### config.mk
export PLATFORM = sky130hd
export DESIGN_NAME = cu_op_sequencer
export DESIGN_NICKNAME = d
export VERILOG_FILES = /design/src/rtl/cu_seq_pkg.sv /design/src/rtl/control_unit.sv /design/src/rtl/cu_op_sequencer.sv
export SDC_FILE = /design/constraint.sdc
export NUM_CORES = 1
export LEC_CHECK = 0
export BUFFER_PORTS_ARGS = -buffer_cell sky130_fd_sc_hd__buf_2
export CAP_MARGIN = 30
export CORE_MARGIN = 3
export CORE_UTILIZATION = 40
export CTS_BUF_LIST = sky130_fd_sc_hd__clkbuf_8 sky130_fd_sc_hd__clkbuf_16
export DETAILED_ROUTE_END_ITERATION = 7
export GPL_TIMING_DRIVEN = 0
export HOLD_SLACK_MARGIN = 0.02
export PLACE_DENSITY_LB_ADDON = 0.25
export SETUP_SLACK_MARGIN = 0.2
export SYNTH_ARGS = -nofsm -noshare
export SYNTH_HDL_FRONTEND = slang
export SYNTH_SLANG_ARGS = --single-unit
export TNS_END_PERCENT = 10
### constraint.sdc
create_clock -name clk -period 4 [get_ports clk]
set_input_delay 0.6 -clock clk [delete_from_list [all_inputs] [get_ports clk]]
set_output_delay 0.6 -clock clk [all_outputs]
set_load 0.01 [all_outputs]
### src/rtl/cu_seq_pkg.sv
// Shared types and constants for the operation sequencer and its arithmetic stage.
package cu_seq_pkg;

   typedef enum logic [1:0] {
      IDLE = 2'd0,
      EXEC = 2'd1,
      DONE = 2'd2
   } state_t;

   localparam logic [1:0] OP_ADD = 2'b00;
   localparam logic [1:0] OP_SUB = 2'b01;
   localparam logic [1:0] OP_MUL = 2'b10;
   localparam logic [1:0] OP_AND = 2'b11;

endpackage

### src/rtl/control_unit.sv
// Combinational 4-bit signed arithmetic stage: add, subtract, multiply, bitwise AND.
// Add/sub/and results occupy ResL with ResH cleared; multiply fills {ResH, ResL}.
// Cout is the carry for add and the unsigned borrow for subtract.
module control_unit
   import cu_seq_pkg::*;
(
   input  logic [3:0] A,
   input  logic [3:0] B,
   input  logic       Ctrl1,
   input  logic       Ctrl0,
   output logic [3:0] ResH,
   output logic [3:0] ResL,
   output logic       Zero,
   output logic       Overflow,
   output logic       Cout
);

   logic [4:0] sum5;
   logic [7:0] prod;

   // Opcode decode and result/flag generation.
   always_comb begin
      sum5     = '0;
      prod     = '0;
      ResH     = '0;
      ResL     = '0;
      Overflow = 1'b0;
      Cout     = 1'b0;
      case ({Ctrl1, Ctrl0})
         OP_ADD: begin
            sum5     = {1'b0, A} + {1'b0, B};
            ResL     = sum5[3:0];
            Cout     = sum5[4];
            Overflow = (A[3] == B[3]) && (sum5[3] != A[3]);
         end
         OP_SUB: begin
            sum5     = {1'b0, A} - {1'b0, B};
            ResL     = sum5[3:0];
            Cout     = sum5[4];
            Overflow = (A[3] != B[3]) && (sum5[3] != A[3]);
         end
         OP_MUL: begin
            // Low 8 bits of the product of sign-extended operands equal the signed product.
            prod = {{4{A[3]}}, A} * {{4{B[3]}}, B};
            ResH = prod[7:4];
            ResL = prod[3:0];
         end
         default: begin
            ResL = A & B;
         end
      endcase
      Zero = ({ResH, ResL} == 8'h00);
   end

endmodule

### src/rtl/cu_op_sequencer.sv
// Valid/ready operation sequencer wrapped around one control_unit: captures a
// request, evaluates it for one cycle, and presents the registered result.
module cu_op_sequencer
   import cu_seq_pkg::*;
#(
   parameter int CNT_W = 8
) (
   input  logic             clk,
   input  logic             rst,
   input  logic             InValid,
   output logic             InReady,
   input  logic [1:0]       Op,
   input  logic [3:0]       A,
   input  logic [3:0]       B,
   output logic             OutValid,
   input  logic             OutReady,
   output logic [7:0]       Res,
   output logic             Zero,
   output logic             Overflow,
   output logic             Cout,
   output logic             StickyFlag,
   input  logic             ClrSticky,
   output logic [CNT_W-1:0] OpCount
);

   state_t     state;
   logic [1:0] op_q;
   logic [3:0] a_q;
   logic [3:0] b_q;
   logic [3:0] cu_res_h;
   logic [3:0] cu_res_l;
   logic       cu_zero;
   logic       cu_ov;
   logic       cu_cout;
   logic       accept;
   logic       consume;

   // Handshake decode; reset masks both sides so nothing completes during rst.
   always_comb begin
      InReady  = ~rst & ((state == IDLE) | ((state == DONE) & OutReady));
      accept   = InValid & InReady;
      consume  = ~rst & (state == DONE) & OutReady;
      OutValid = (state == DONE);
   end

   control_unit u_cu (
      .A        (a_q),
      .B        (b_q),
      .Ctrl1    (op_q[1]),
      .Ctrl0    (op_q[0]),
      .ResH     (cu_res_h),
      .ResL     (cu_res_l),
      .Zero     (cu_zero),
      .Overflow (cu_ov),
      .Cout     (cu_cout)
   );

   // FSM: IDLE -> EXEC on accept, EXEC -> DONE, DONE -> EXEC/IDLE on consume.
   always_ff @(posedge clk) begin
      if (rst) begin
         state <= IDLE;
      end else begin
         case (state)
            IDLE:    if (accept) state <= EXEC;
            EXEC:    state <= DONE;
            DONE:    if (OutReady) state <= InValid ? EXEC : IDLE;
            default: state <= IDLE;
         endcase
      end
   end

   // Operand registers load only on an accepted request.
   always_ff @(posedge clk) begin
      if (rst) begin
         op_q <= '0;
         a_q  <= '0;
         b_q  <= '0;
      end else if (accept) begin
         op_q <= Op;
         a_q  <= A;
         b_q  <= B;
      end
   end

   // Result and flag registers load in EXEC and hold through backpressure.
   always_ff @(posedge clk) begin
      if (rst) begin
         Res      <= '0;
         Zero     <= 1'b0;
         Overflow <= 1'b0;
         Cout     <= 1'b0;
      end else if (state == EXEC) begin
         Res      <= {cu_res_h, cu_res_l};
         Zero     <= cu_zero;
         Overflow <= cu_ov;
         Cout     <= cu_cout;
      end
   end

   // Sticky error flag: a flagged capture takes priority over a clear.
   always_ff @(posedge clk) begin
      if (rst) begin
         StickyFlag <= 1'b0;
      end else if ((state == EXEC) && (cu_ov || cu_cout)) begin
         StickyFlag <= 1'b1;
      end else if (ClrSticky) begin
         StickyFlag <= 1'b0;
      end
   end

   // Consumed-result counter, free-running wrap.
   always_ff @(posedge clk) begin
      if (rst) begin
         OpCount <= '0;
      end else if (consume) begin
         OpCount <= OpCount + CNT_W'(1);
      end
   end

endmodule

==> impl_results.md <==
- Top FF cell, synth: dfxtp_1
- Clk_lat worst skew: 280 ps
- CP max-delay cell: fa_1
- Sequential share of the synthesized area: 28.0%
- Port Buffer Count: 35
- Nets: 345
- Initial Util: 43.1%
- R2r startpoint: a_q[2]$_SDFFE_PP0P_
- Area of the multi-input gates: 1520 sq um
- First-pass GRT wire length: 7.93 mm
- Drt first pass iters: 4
- Status: finished clean
- Bufs on Longest Clock Path: 2
- Synthesis-to-layout area growth: 18.2%
- Top cells by area, synth: dfxtp_1 28%, ha_1 12%, fa_1 9.6%
- Final period utilization: 89.8%
- Reg2Reg Setup Slack: 410 ps
- Slew @ Worst Pin: 605 ps
- Fmax: 278 MHz
- Cell area after synthesis: 2290 sq um
- Placement Cell Area: 2550 sq um
- Endpoint type of the worst setup path: flop
- Clk_skew: 8.50 ps
- Critical Path Sink: Zero$_SDFFE_PP0P_
- Setup Crit Path Kind: reg -> reg
- Setup Viol. Count Final: 0
- Layout cell share with drive strength beyond 1: 24.5%
- FF+latch count, synth: 32
- # H-tree levels: 2
- Final hold vios: 0
- Largest stage delay on the critical path: 570 ps
- Pwr dens: 282 nW/um^2
- Register area: 659 sq um
- Commonest non-fill, non-tap cells in the layout: 37 x buf_2, 34 x nor2_1, 25 x dfxtp_1
- Routability cong.: 0.874
- Dpl cells: 358
- Peak VDD IR: 0.000245 V
- Hold Buf Count CTS: 0
- Residual DRC: 0
- Vias/cell: 4.85
- Min-delay worst type: reg -> reg
- Synth warn: 0
- Vias post-DR: 1786
- RSZ-0062 raised after global routing: no
- Net Count, Synth: 301
- Worst EP arrival: 3790 ps
- Worst path most repeated cell: fa_1
- Final Critical Period: 3590 ps
- Worst-path clk slew: 70 ps
- Critical Path Start: a_q[2]$_SDFFE_PP0P_
- CP Cell Sequence: nand2_1 -> fa_1 -> fa_1 -> fa_1 -> inv_1 -> ha_1 -> inv_1 -> fa_1 -> nand2b_1 -> a21oi_2 -> xnor2_1 -> xnor2_1 -> nor2_1 -> o31ai_2
- Starting DRT DRC Count: 95
- DRT antenna net count: 0
- Area share of the largest cell type after synthesis: 28.0%
- Lkg Pwr: 1.27 nW
- Critical path depth: 14
- Cell area after layout: 2700 sq um
- Total grt overflow: 0
- Worst Setup Start Kind: flop
- Aggregate negative setup slack: 0 ps
- CTS root buffer: clkbuf_8
- CTS Sinks: 32
- I/O Pins: 37
- CP delay by family, top: adder cells
- Post-detail-place hpwl: 3.82 mm
- Die area: 6660 sq um
- Post-Layout Cell Count: 368
- CP bufs+invs: 2
- Rows: 26
- Syn Inst Count: 253
- Chip width: 81.6 um
- Vias in the first global route: 1649
- Chip Height: 81.6 um
- Netlist cell types: 46
- GRT Total Usage: 15.6%
- Pin count of the biggest net entering global routing: 11
- Max Cap Viol: 0
- CP Max Fanout: 6
- Crit path required time: 4200 ps
- Syn_area_per_cell: 9.04 sq um
- Inserted Diodes: 0
- FFs w/ async S/R, synth: 0%
- Core ar.: 5300 sq um
- TritonCTS clock tree: done
- Hold path cells: 2
- Commonest non-fill, non-tap cell in the layout: buf_2
- Dominant cell type by area after synthesis: dfxtp_1
- WL per Instance: 13.0 um
- R2r worst-path depth: 14
- Max Slew Vio Count: 0
- Fill cells: 522
- Hold slack final: 451 ps
- Post-synth EDFFs: 0
- Setup ws final: 409 ps
- RR Endpoint: Zero$_SDFFE_PP0P_
- Total Wirelength: 4.80 mm
- Setup Slack @ Placement: 122 ps
- Total CTS buffers: 5
- Rel. slew slack: 59.7%
- Hold wc startpoint: Overflow$_SDFFE_PP0P_
- Initial antenna violation count: 0
-- metal layers --
metal | global-route usage [%] | share of wire, %
met5 | 0 | 0
met4 | 3.49 | 1.1
met3 | 4.28 | 4.5
met2 | 22.8 | 43
met1 | 22.8 | 51
-- registers in the layout, indices dropped and copies added, names as in the netlist --
signal	count
OpCount	8
state	2
Overflow	1
Res	8
op_q	2
Zero	1
Cout	1
StickyFlag	1
a_q	4
b_q	4
-- cells in the mapped netlist (5+ instances only) --
| library cell | n |
|---|---|
| inv_1 | 21 |
| mux2i_1 | 13 |
| fa_1 | 11 |
| nand2b_1 | 7 |
| o21ai_0 | 7 |
| clkbuf_1 | 5 |
| nor2_1 | 35 |
| a21oi_1 | 16 |
| nor2b_1 | 5 |
| ha_1 | 22 |
| dfxtp_1 | 32 |
| xor2_1 | 7 |
| nand2_1 | 17 |
| xnor2_1 | 8 |
-- worst min-delay path by stage --
stage / end / slack [ps]
finish: Overflow$_SDFFE_PP0P_ / 450
global route: Cout$_SDFFE_PP0P_ / 460
CTS: Cout$_SDFFE_PP0P_ / 450
detailed placement: Overflow$_SDFFE_PP0P_ / 440
global placement: Res[0]$_SDFFE_PP0P_ / 440
floorplan: Res[0]$_SDFFE_PP0P_ / 480
-- stage by stage --
| step | utilization [%] | total power, mW |
|---|---|---|
| 4_1_cts | 50.2 | 0.769 |
| 2_1_floorplan | - | 0.434 |
| 3_5_place_dp | 48.1 | 0.468 |
| 3_3_place_gp | 48.1 | 0.466 |
| 5_1_grt | 51.0 | 0.812 |
| 6_report | 51.0 | 0.761 |
-- power breakdown --
group	total (mW)	internal (mW)	switching, mW
Sequential	0.339	0.328	0.0109
Clock	0.299	0.182	0.117
Combinational	0.123	0.0548	0.0685
Total	0.761	0.565	0.197
-- cell type report --
type,instances,share of cell area (%)
multi-input cells,190,56.2
flip-flops and latches,32,24.4
repair buffers,37,7.04
well taps,70,3.24
inverters,21,2.92
clock buffers,5,2.55
plain buffers,10,2.27
clock inverters,3,1.44
-- tightest hold or removal path: stages (launching register included) --
cell     delay, ps
dfxtp_1        310
nand2_1         50
a21oi_1         50
-- what timing repair did --
item | in CTS | in global routing
setup buffers | 0 | 2
pin swaps | 0 | 3
hold endpoints to repair | 0 | 0
endpoints found under the setup margin | 2 | 2
resized for setup | 3 | 12
-- logic make-up (layout without fill, tap and decap cells) --
family / count (synthesis) / after routing / share of synthesized area (%)
fa+ha+maj: 33 / 33 / 21.7
buf+inv: 31 / 76 / 6.13
simple gates: 89 / 89 / 20.5
xor+xnor: 16 / 16 / 6.46
compound gates: 36 / 36 / 9.96
flops: 32 / 32 / 28.0
mux: 16 / 16 / 7.33
Power figures use the tool's default switching activity.
